===== src/rtl/fact_accel.sv =====
// Memory-mapped iterative factorial accelerator: the CPU stores N, writes GO,
// polls STATUS and reads n! from RESULT, with one multiply per clock while busy.
module fact_accel (
  input  logic        clk,
  input  logic        rst,
  input  logic        we,
  input  logic [1:0]  a,
  input  logic [31:0] wd,
  output logic [31:0] rd
);

  localparam logic [1:0] ADDR_N      = 2'd0;
  localparam logic [1:0] ADDR_GO     = 2'd1;
  localparam logic [1:0] ADDR_STATUS = 2'd2;
  localparam logic [1:0] ADDR_RESULT = 2'd3;

  // 13! no longer fits in 32 bits
  localparam logic [3:0] MAX_N = 4'd12;

  typedef enum logic {
    IDLE = 1'b0,
    BUSY = 1'b1
  } state_e;

  state_e      state_q, state_d;
  logic [3:0]  n_q;
  logic [3:0]  cnt_q;
  logic [31:0] prod_q;
  logic [31:0] result_q;
  logic        done_q;
  logic        err_q;
  logic        busy;
  logic        start;
  logic        too_big;
  logic        last_step;

  assign start     = we && (a == ADDR_GO) && wd[0] && (state_q == IDLE);
  assign too_big   = (n_q > MAX_N);
  assign last_step = (cnt_q <= 4'd1);

  // NOTE: sequential state uses non-blocking assignments so every register
  // samples the pre-edge values of its neighbours, independent of block order.
  always_ff @(posedge clk or negedge rst) begin
    if (!rst) begin
      state_q <= IDLE;
    end else begin
      state_q <= state_d;
    end
  end

  always_comb begin
    state_d = state_q;
    case (state_q)
      IDLE:    if (start && !too_big) state_d = BUSY;
      BUSY:    if (last_step)         state_d = IDLE;
      default: state_d = IDLE;
    endcase
  end

  always_comb begin
    busy = (state_q == BUSY);
  end

  always_ff @(posedge clk or negedge rst) begin
    if (!rst) begin
      n_q      <= 4'd0;
      cnt_q    <= 4'd0;
      prod_q   <= 32'd0;
      result_q <= 32'd0;
      done_q   <= 1'b0;
      err_q    <= 1'b0;
    end else begin
      if (we && (a == ADDR_N)) begin
        n_q <= wd[3:0];
      end
      if (start) begin
        cnt_q  <= n_q;
        prod_q <= 32'd1;
        done_q <= too_big;
        err_q  <= too_big;
        if (too_big) begin
          result_q <= 32'd0;
        end
      end else if (busy) begin
        if (!last_step) begin
          prod_q <= prod_q * {28'd0, cnt_q};
          cnt_q  <= cnt_q - 4'd1;
        end else begin
          result_q <= prod_q;
          done_q   <= 1'b1;
        end
      end
    end
  end

  // NOTE: every output of a combinational block gets a default first so no
  // path through the case leaves it unassigned and infers a latch.
  always_comb begin
    rd = 32'd0;
    case (a)
      ADDR_N:      rd = {28'd0, n_q};
      ADDR_GO:     rd = 32'd0;
      ADDR_STATUS: rd = {29'd0, busy, err_q, done_q};
      ADDR_RESULT: rd = result_q;
      default:     rd = 32'd0;
    endcase
  end

endmodule


===== config.mk =====
export PLATFORM = sky130hd
export DESIGN_NAME = fact_accel
export DESIGN_NICKNAME = d
export VERILOG_FILES = /design/src/rtl/fact_accel.sv
export SDC_FILE = /design/constraint.sdc
export NUM_CORES = 1
export LEC_CHECK = 0
export ABC_AREA = 1
export BUFFER_PORTS_ARGS = -buffer_cell sky130_fd_sc_hd__buf_2
export CAP_MARGIN = 20
export CORE_UTILIZATION = 41
export DETAILED_ROUTE_END_ITERATION = 16
export GPL_TIMING_DRIVEN = 0
export PLACE_DENSITY_LB_ADDON = 0.15
export SYNTH_ARGS = -nofsm -noshare
export SYNTH_HDL_FRONTEND = slang
export SYNTH_SLANG_ARGS = --single-unit

===== constraint.sdc =====
create_clock -name clk -period 3.7 [get_ports clk]
set_clock_uncertainty 0.05 [all_clocks]
set_input_delay 0.74 -clock clk [delete_from_list [all_inputs] [get_ports clk]]
set_output_delay 0.74 -clock clk [all_outputs]
set_load 0.01 [all_outputs]

==> metrics.txt, run 1 <==
outcome=finished, final reports clean; most common cell after layout, fill and taps aside=nand2_1; CP peak stage delay=0.54 ns; die area=around 20000 sq um; global route total overflow=0; H-tree depth=3; top cells by area, synth=dfrtp_1 (23%), nand2_1 (16%), inv_1 (14%); Die H=142 um; Final Critical Period=roughly 3.5 ns; Die X=142 um; vias in the first global route=7073; Post-Syn Area=between 8000 and 9000 sq um; Slew @ Worst Pin=0.681 ns; slowest stage cell, crit path=fa_1; FF+latch count, synth=between 70 and 80; largest area contributor in the netlist=dfrtp_1; CTS tree=yes; Post-synth EDFFs=0; Final Cycle Share=0.957; Fill cells=between 1500 and 2000; Non-Filler Instances=roughly 1500; cell mode on critical path=nand2_1; drt total wl=22900 um; fmax=282 MHz; syn nets=1308; max_slew headroom=0.546; share of cells above drive strength 1=0.202; Hold Slack=0.246 ns; utilization after layout=0.500; synth unique cells=41; clock buffer depth=2; remaining routing DRC violations=0; via count=7201; Placed Cells=around 1500; Ys Warns=0; Tightest Hold Check Type=in -> async; kind of critical path=reg -> reg; Reg clk slew, reported paths=around 0.07 ns; Ports=69; Layout area overhead=17.8%; Area after DPL=8630 sq um; final net count=between 1000 and 1500; worst vdd ir=0.287 mV; P_leak=5.52 nW; Startpoint Class=flop; Crit. Startpoint=cnt_q[3]; Slew Limit Fails=0; drt first pass iters=5; Worst R2R End=prod_q[30]; pwr dens=between 800 and 900 nW/um^2; PortBufs=40; Max Cap Violations=0; Fin. Hold Viols=0; floorplan core area=between 15000 and 20000 sq um; largest net degree at the start of global routing=55; Initial Util=0.424; first-pass GRT wire length=between 30000 and 40000 um; worst r2r src=cnt_q[3]; initial DRC count=408; CTS Sinks=75; Cells after Synth=around 1200; global-route usage over all layers=0.239; critical path data required time=3.88 ns; commonest cells after routing, fill and taps aside=nand2_1 (327), inv_1 (309), dfrtp_1 (74); Worst setup EP type=flop; clk root buf=clkbuf_16; Avg Vias per Cell=around 4.8; Sum Neg Setup Slack=0 ns; DR WL/cell=15.2 um; Async SR Flop Fraction=1.00; R2R Setup Slk=0.16 ns; gpl congestion=a little under 0.9; DP Wirelength=18100 um; FP Rows=50; Avg Cell Area, Syn=6.84 sq um; fin area=9510 sq um; Antenna diodes=0; Synth Flop Type=dfrtp_1; Skew-Pair Late Insertion Delay=0.35 ns; Max FO, Critical Path=10; post-synth top area share=0.232; sequential fraction of the synthesis area=0.232; cell count of the worst reg-to-reg path=18; critical path, cell by cell=buf_8, buf_6, nand2_1, inv_1, fa_1, inv_1, fa_1, inv_1, ha_4, nand2_1, nor2_2, nor3b_4, and2_1, nand2_1, nand2_1, nand2_1, nand2_1, a21oi_2; Post-DRT Antenna Nets=0; endpoints failing setup=0; initial antenna violation count=0; Arrival @ worst endpoint=roughly 3.7 ns; CTS buffer count=9
## worst max-delay path, delay by kind of cell (launching register included)
family / cells / cell delay [ns]
adders and majority gates: 3 / 1.36
and+or+nand+nor: 9 / 0.97
buffers and inverters: 5 / 0.51
DFF: 1 / 0.46
AOI/OAI and AO/OA: 1 / 0.07
## where the power goes
part	internal (mW)	leakage, nW	switching, mW
Sequential	1.14	0.961	0.337
Clock	0.728	0.176	0.381
Combinational	1.90	4.38	3.16
## how the worst max path moves through the flow
stage               slack (ns)  cells past startpoint    endpoint
finish                    0.16                     18  prod_q[30]
global route            -0.007                     19  prod_q[22]
CTS                      0.002                     17  prod_q[30]
detailed placement       -0.90                     17  prod_q[30]
global placement         -0.84                     17  prod_q[18]
floorplan                 0.15                     17  prod_q[26]
## logic make-up (layout without fill, tap and decap cells)
group | after synthesis | in the layout | share of synthesized area
XOR/XNOR | 10 | 10 | 0.0109
buffers and inverters | 358 | 422 | 0.175
adder cells (fa/ha/maj) | 91 | 91 | 0.194
AND/OR/NAND/NOR | 523 | 523 | 0.287
AO/OA/AOI/OAI | 123 | 123 | 0.100
flip-flops | 75 | 75 | 0.232
## timing repair
item / in CTS / in global routing
gates resized for setup: 31 / 92
pin swaps: 2 / 13
hold buffers: 0 / 0
setup endpoints to repair: 29 / 21
setup buffers: 2 / 7
## cell usage after synthesis (2+ instances only)
| cell type | n |
|---|---|
| dfrtp_1 | 75 |
| o21bai_1 | 6 |
| nand3b_1 | 4 |
| a21oi_1 | 47 |
| o21ai_0 | 14 |
| buf_4 | 2 |
| o22ai_1 | 3 |
| nand2_1 | 344 |
| a22o_1 | 3 |
| o21ai_2 | 31 |
| ha_1 | 34 |
| o221ai_1 | 6 |
| inv_1 | 309 |
| nor2_2 | 7 |
| a21oi_2 | 4 |
| xor2_1 | 2 |
| nand2_2 | 5 |
| fa_1 | 57 |
| and2_1 | 2 |
| nand3_2 | 30 |
| clkbuf_1 | 15 |
| o21ai_1 | 5 |
| nand4_1 | 8 |
| nor2_1 | 77 |
| xnor2_1 | 8 |
| or2_1 | 3 |
| nand3_1 | 35 |
| inv_2 | 12 |
| inv_4 | 2 |
| buf_6 | 6 |
| nor3_1 | 4 |
| buf_2 | 11 |
## sequential cells by signal (all words and copies together), names as in the netlist
| name | count |
|---|---|
| busy | 1 |
| prod_q | 32 |
| done_q | 1 |
| result_q | 32 |
| n_q | 4 |
| cnt_q | 4 |
| err_q | 1 |
## metal layers
layer	share of wire	wire length, um	GRT usage
met4	0.016	367	0.0640
met5	0	0	0
met2	0.46	10500	0.383
met1	0.49	11200	0.337
met3	0.038	870	0.0333
## final cells by class
| class | instances | area, sq um | share of cell area |
|---|---|---|---|
| inverter | 323 | 1220 | 0.128 |
| buffer | 34 | 249 | 0.0262 |
| sequential | 75 | 1880 | 0.197 |
| multi-input combinational | 747 | 5180 | 0.545 |
| clock inverter | 6 | 138 | 0.0145 |
| timing repair buffer | 50 | 298 | 0.0313 |
| clock buffer | 9 | 225 | 0.0237 |
| tap | 260 | 325 | 0.0342 |
## metrics by stage
step	setup slack [ns]	total power, mW
2_1_floorplan	0.154	4.51
3_3_place_gp	-0.843	5.67
3_5_place_dp	-0.905	5.73
4_1_cts	0.00180	7.02
5_1_grt	-0.00673	8.37
6_report	0.158	7.64
Power figures use the tool's default switching activity.
==> run 2: changes to the inputs <==
--- a/config.mk
+++ b/config.mk
@@ -5,10 +5,10 @@
 export SDC_FILE = /design/constraint.sdc
 export NUM_CORES = 1
 export LEC_CHECK = 0
-export ABC_AREA = 1
 export BUFFER_PORTS_ARGS = -buffer_cell sky130_fd_sc_hd__buf_2
 export CAP_MARGIN = 20
 export CORE_UTILIZATION = 41
+export CTS_CLUSTER_SIZE = 10
 export DETAILED_ROUTE_END_ITERATION = 16
 export GPL_TIMING_DRIVEN = 0
 export PLACE_DENSITY_LB_ADDON = 0.15
==> constraint.sdc (replaced) <==
create_clock -name clk -period 4.21 [get_ports clk]
set_clock_uncertainty 0.05 [all_clocks]
set_input_delay 0.842 -clock clk [delete_from_list [all_inputs] [get_ports clk]]
set_output_delay 0.842 -clock clk [all_outputs]
set_load 0.01 [all_outputs]
==> run 2 against run 1 <==
Effect of this change: clock-buffer cell count increased by 2; combinational power decreased by 64%; setup slack improved by 0.0021 ns; largest cell class unchanged; flip-flop and latch count unchanged; core utilization decreased by 2.2 points.
==> metrics.txt, run 2 <==
DP Wirelength=16000 um; Crit. Startpoint=cnt_q[2]; worst r2r src=cnt_q[2]; Antenna diodes=0; Die H=approximately 140 um; top cells by area, synth=dfrtp_1 (26%), fa_1 (16%), nand2_1 (7.5%); simple-gate share of the synthesized area=0.239; fin area=about 8300 sq um; largest net degree at the start of global routing=42; synth unique cells=66; first-pass GRT wire length=34300 um; CTS Sinks=75; Max Cap Violations=0; Post-Syn Area=between 7000 and 8000 sq um; most common cell after layout, fill and taps aside=nand2_1; Post-Synth Adder-Cell Area=0.213; Slew Limit Fails=0; global route total overflow=0; clk root buf=clkbuf_16; Post-DRT Antenna Nets=0; Avg Cell Area, Syn=8.11 sq um; fmax=247 MHz; Cells after Synth=905; syn nets=between 1000 and 1500; via count=6429; CP Capture Point=prod_q[25]; Ports=approximately 70; initial DRC count=around 440; Slew @ Worst Pin=0.857 ns; Ys Warns=0; worst vdd ir=0.241 mV; clock buffer depth=2; Final Cycle Share=0.962; remaining routing DRC violations=0; Reg clk slew, reported paths=0.07 ns; CTS tree=yes; Initial Util=0.422; CTS buffer count=9; Avg Vias per Cell=5.43; slowest stage cell, crit path=fa_1; Synth Flop Type=dfrtp_1; FF+latch count, synth=75; post-synthesis mux area share=0.0121; vias in the first global route=roughly 6300; Die X=136 um; Placed Cells=1170; commonest cells after routing, fill and taps aside=nand2_1 (145), inv_1 (120), and2_1 (87); global-route usage over all layers=0.246; critical path, cell by cell=clkbuf_4, and2_1, fa_1, inv_1, fa_1, inv_1, ha_1, nand2_2, a211oi_4, o21ai_2, a31o_2, or4_1, nand3_1; initial antenna violation count=0; pwr dens=463 nW/um^2; sequential fraction of the synthesis area=0.256; Non-Filler Instances=1185; H-tree depth=3; Arrival @ worst endpoint=4.28 ns; Area after DPL=7850 sq um; Commonest cells post-synth=nand2_1 (146), inv_1 (120), and2_1 (87); critical path data required time=4.44 ns; post-synth top area share=0.256; drt total wl=between 20000 and 25000 um; P_leak=4.00 nW; Sum Neg Setup Slack=0 ns; hold_buf cts=0; most common cell in the netlist=nand2_1; Post-synth EDFFs=0; R2R Setup Slk=0.16 ns; floorplan core area=approximately 17000 sq um; Fin. Hold Viols=0; main combinational cell family by area after synthesis=simple AND/OR/NAND/NOR gates; final net count=1083; share of cells above drive strength 1=0.129; Worst R2R End=prod_q[25]; utilization after layout=0.478; Worst setup EP type=flop; Skew-Pair Late Insertion Delay=0.34 ns; cell count of the worst reg-to-reg path=13; die area=between 15000 and 20000 sq um; max_slew headroom=0.425; Tightest Hold Check Type=in -> async; largest area contributor in the netlist=dfrtp_1; Final Critical Period=between 4 and 5 ns; Max FO, Critical Path=10; Top Registers=prod_q: 32 flops, result_q: 32 flops; FP Rows=between 40 and 50; Post-Synth XOR/XNOR Area=0.0233; DR WL/cell=17.6 um; Startpoint Class=flop; Async SR Flop Fraction=1.00; kind of critical path=reg -> reg; endpoints failing setup=0; compound-cell area share of the yosys netlist=0.160; outcome=finished, final reports clean; CP peak stage delay=around 0.53 ns; gpl congestion=between 0.8 and 0.9; Layout area overhead=13.4%; drt first pass iters=5; PortBufs=39
## run 2: stage by stage
stage | setup WS, ns | total power, mW | hold WS [ns]
floorplan | 0.336 | 2.41 | 0.392
global placement | -0.518 | 2.97 | 0.406
detailed placement | -0.552 | 2.99 | 0.413
CTS | 0.0121 | 3.82 | 0.427
global route | -0.0195 | 4.19 | 0.440
finish | 0.160 | 3.86 | 0.414
## run 2: report_power, final
part | internal (mW) | switching, mW
Sequential | 0.970 | 0.255
Combinational | 0.678 | 1.13
Clock | 0.479 | 0.342
## run 2: layout make-up
type | count | area [sq um]
multi-input combinational | 658 | 4900
buffer | 48 | 263
clock inverter | 5 | 61.3
clock buffer | 11 | 243
inverter | 120 | 450
fill | 1767 | 9090
tap | 225 | 282
timing repair buffer | 43 | 251
sequential | 75 | 1880
## run 2: kinds of logic (layout without fill, tap and decap cells)
group | Yosys count | after routing
AND/OR/NAND/NOR | 355 | 355
AO/OA/AOI/OAI | 186 | 186
buffers and inverters | 172 | 227
adder cells (fa/ha/maj) | 91 | 91
flip-flops | 75 | 75
XOR/XNOR | 18 | 18
multiplexers | 8 | 8
## run 2: layer usage
metal	track usage	routed length, um	vias up
met5	0	0	-
met4	0.0918	651	0
li1	-	-	3082
met1	0.366	10300	3138
met2	0.365	8920	172
met3	0.0254	988	37
## run 2: timing repair
item	4_1_cts	5_1_grt
pin swaps	2	3
endpoints found under the setup margin	19	16
resized for setup	17	38
setup buffers	2	1
## run 2: worst min-delay path by stage
stage	end	slack, ns	cells past startpoint
floorplan	result_q[31]	0.39	2
global placement	result_q[13]	0.41	2
detailed placement	result_q[19]	0.41	2
CTS	result_q[6]	0.43	1
global route	result_q[6]	0.44	1
finish	result_q[6]	0.41	1
## run 2: critical path: cells and delay by family, from the launching register on
kind                     cells  cell delay [ns]
AO/OA/AOI/OAI                3             0.82
adder cells (fa/ha/maj)      3             1.48
AND/OR/NAND/NOR              4             0.86
buffers and inverters        3             0.32
flip-flops                   1             0.47
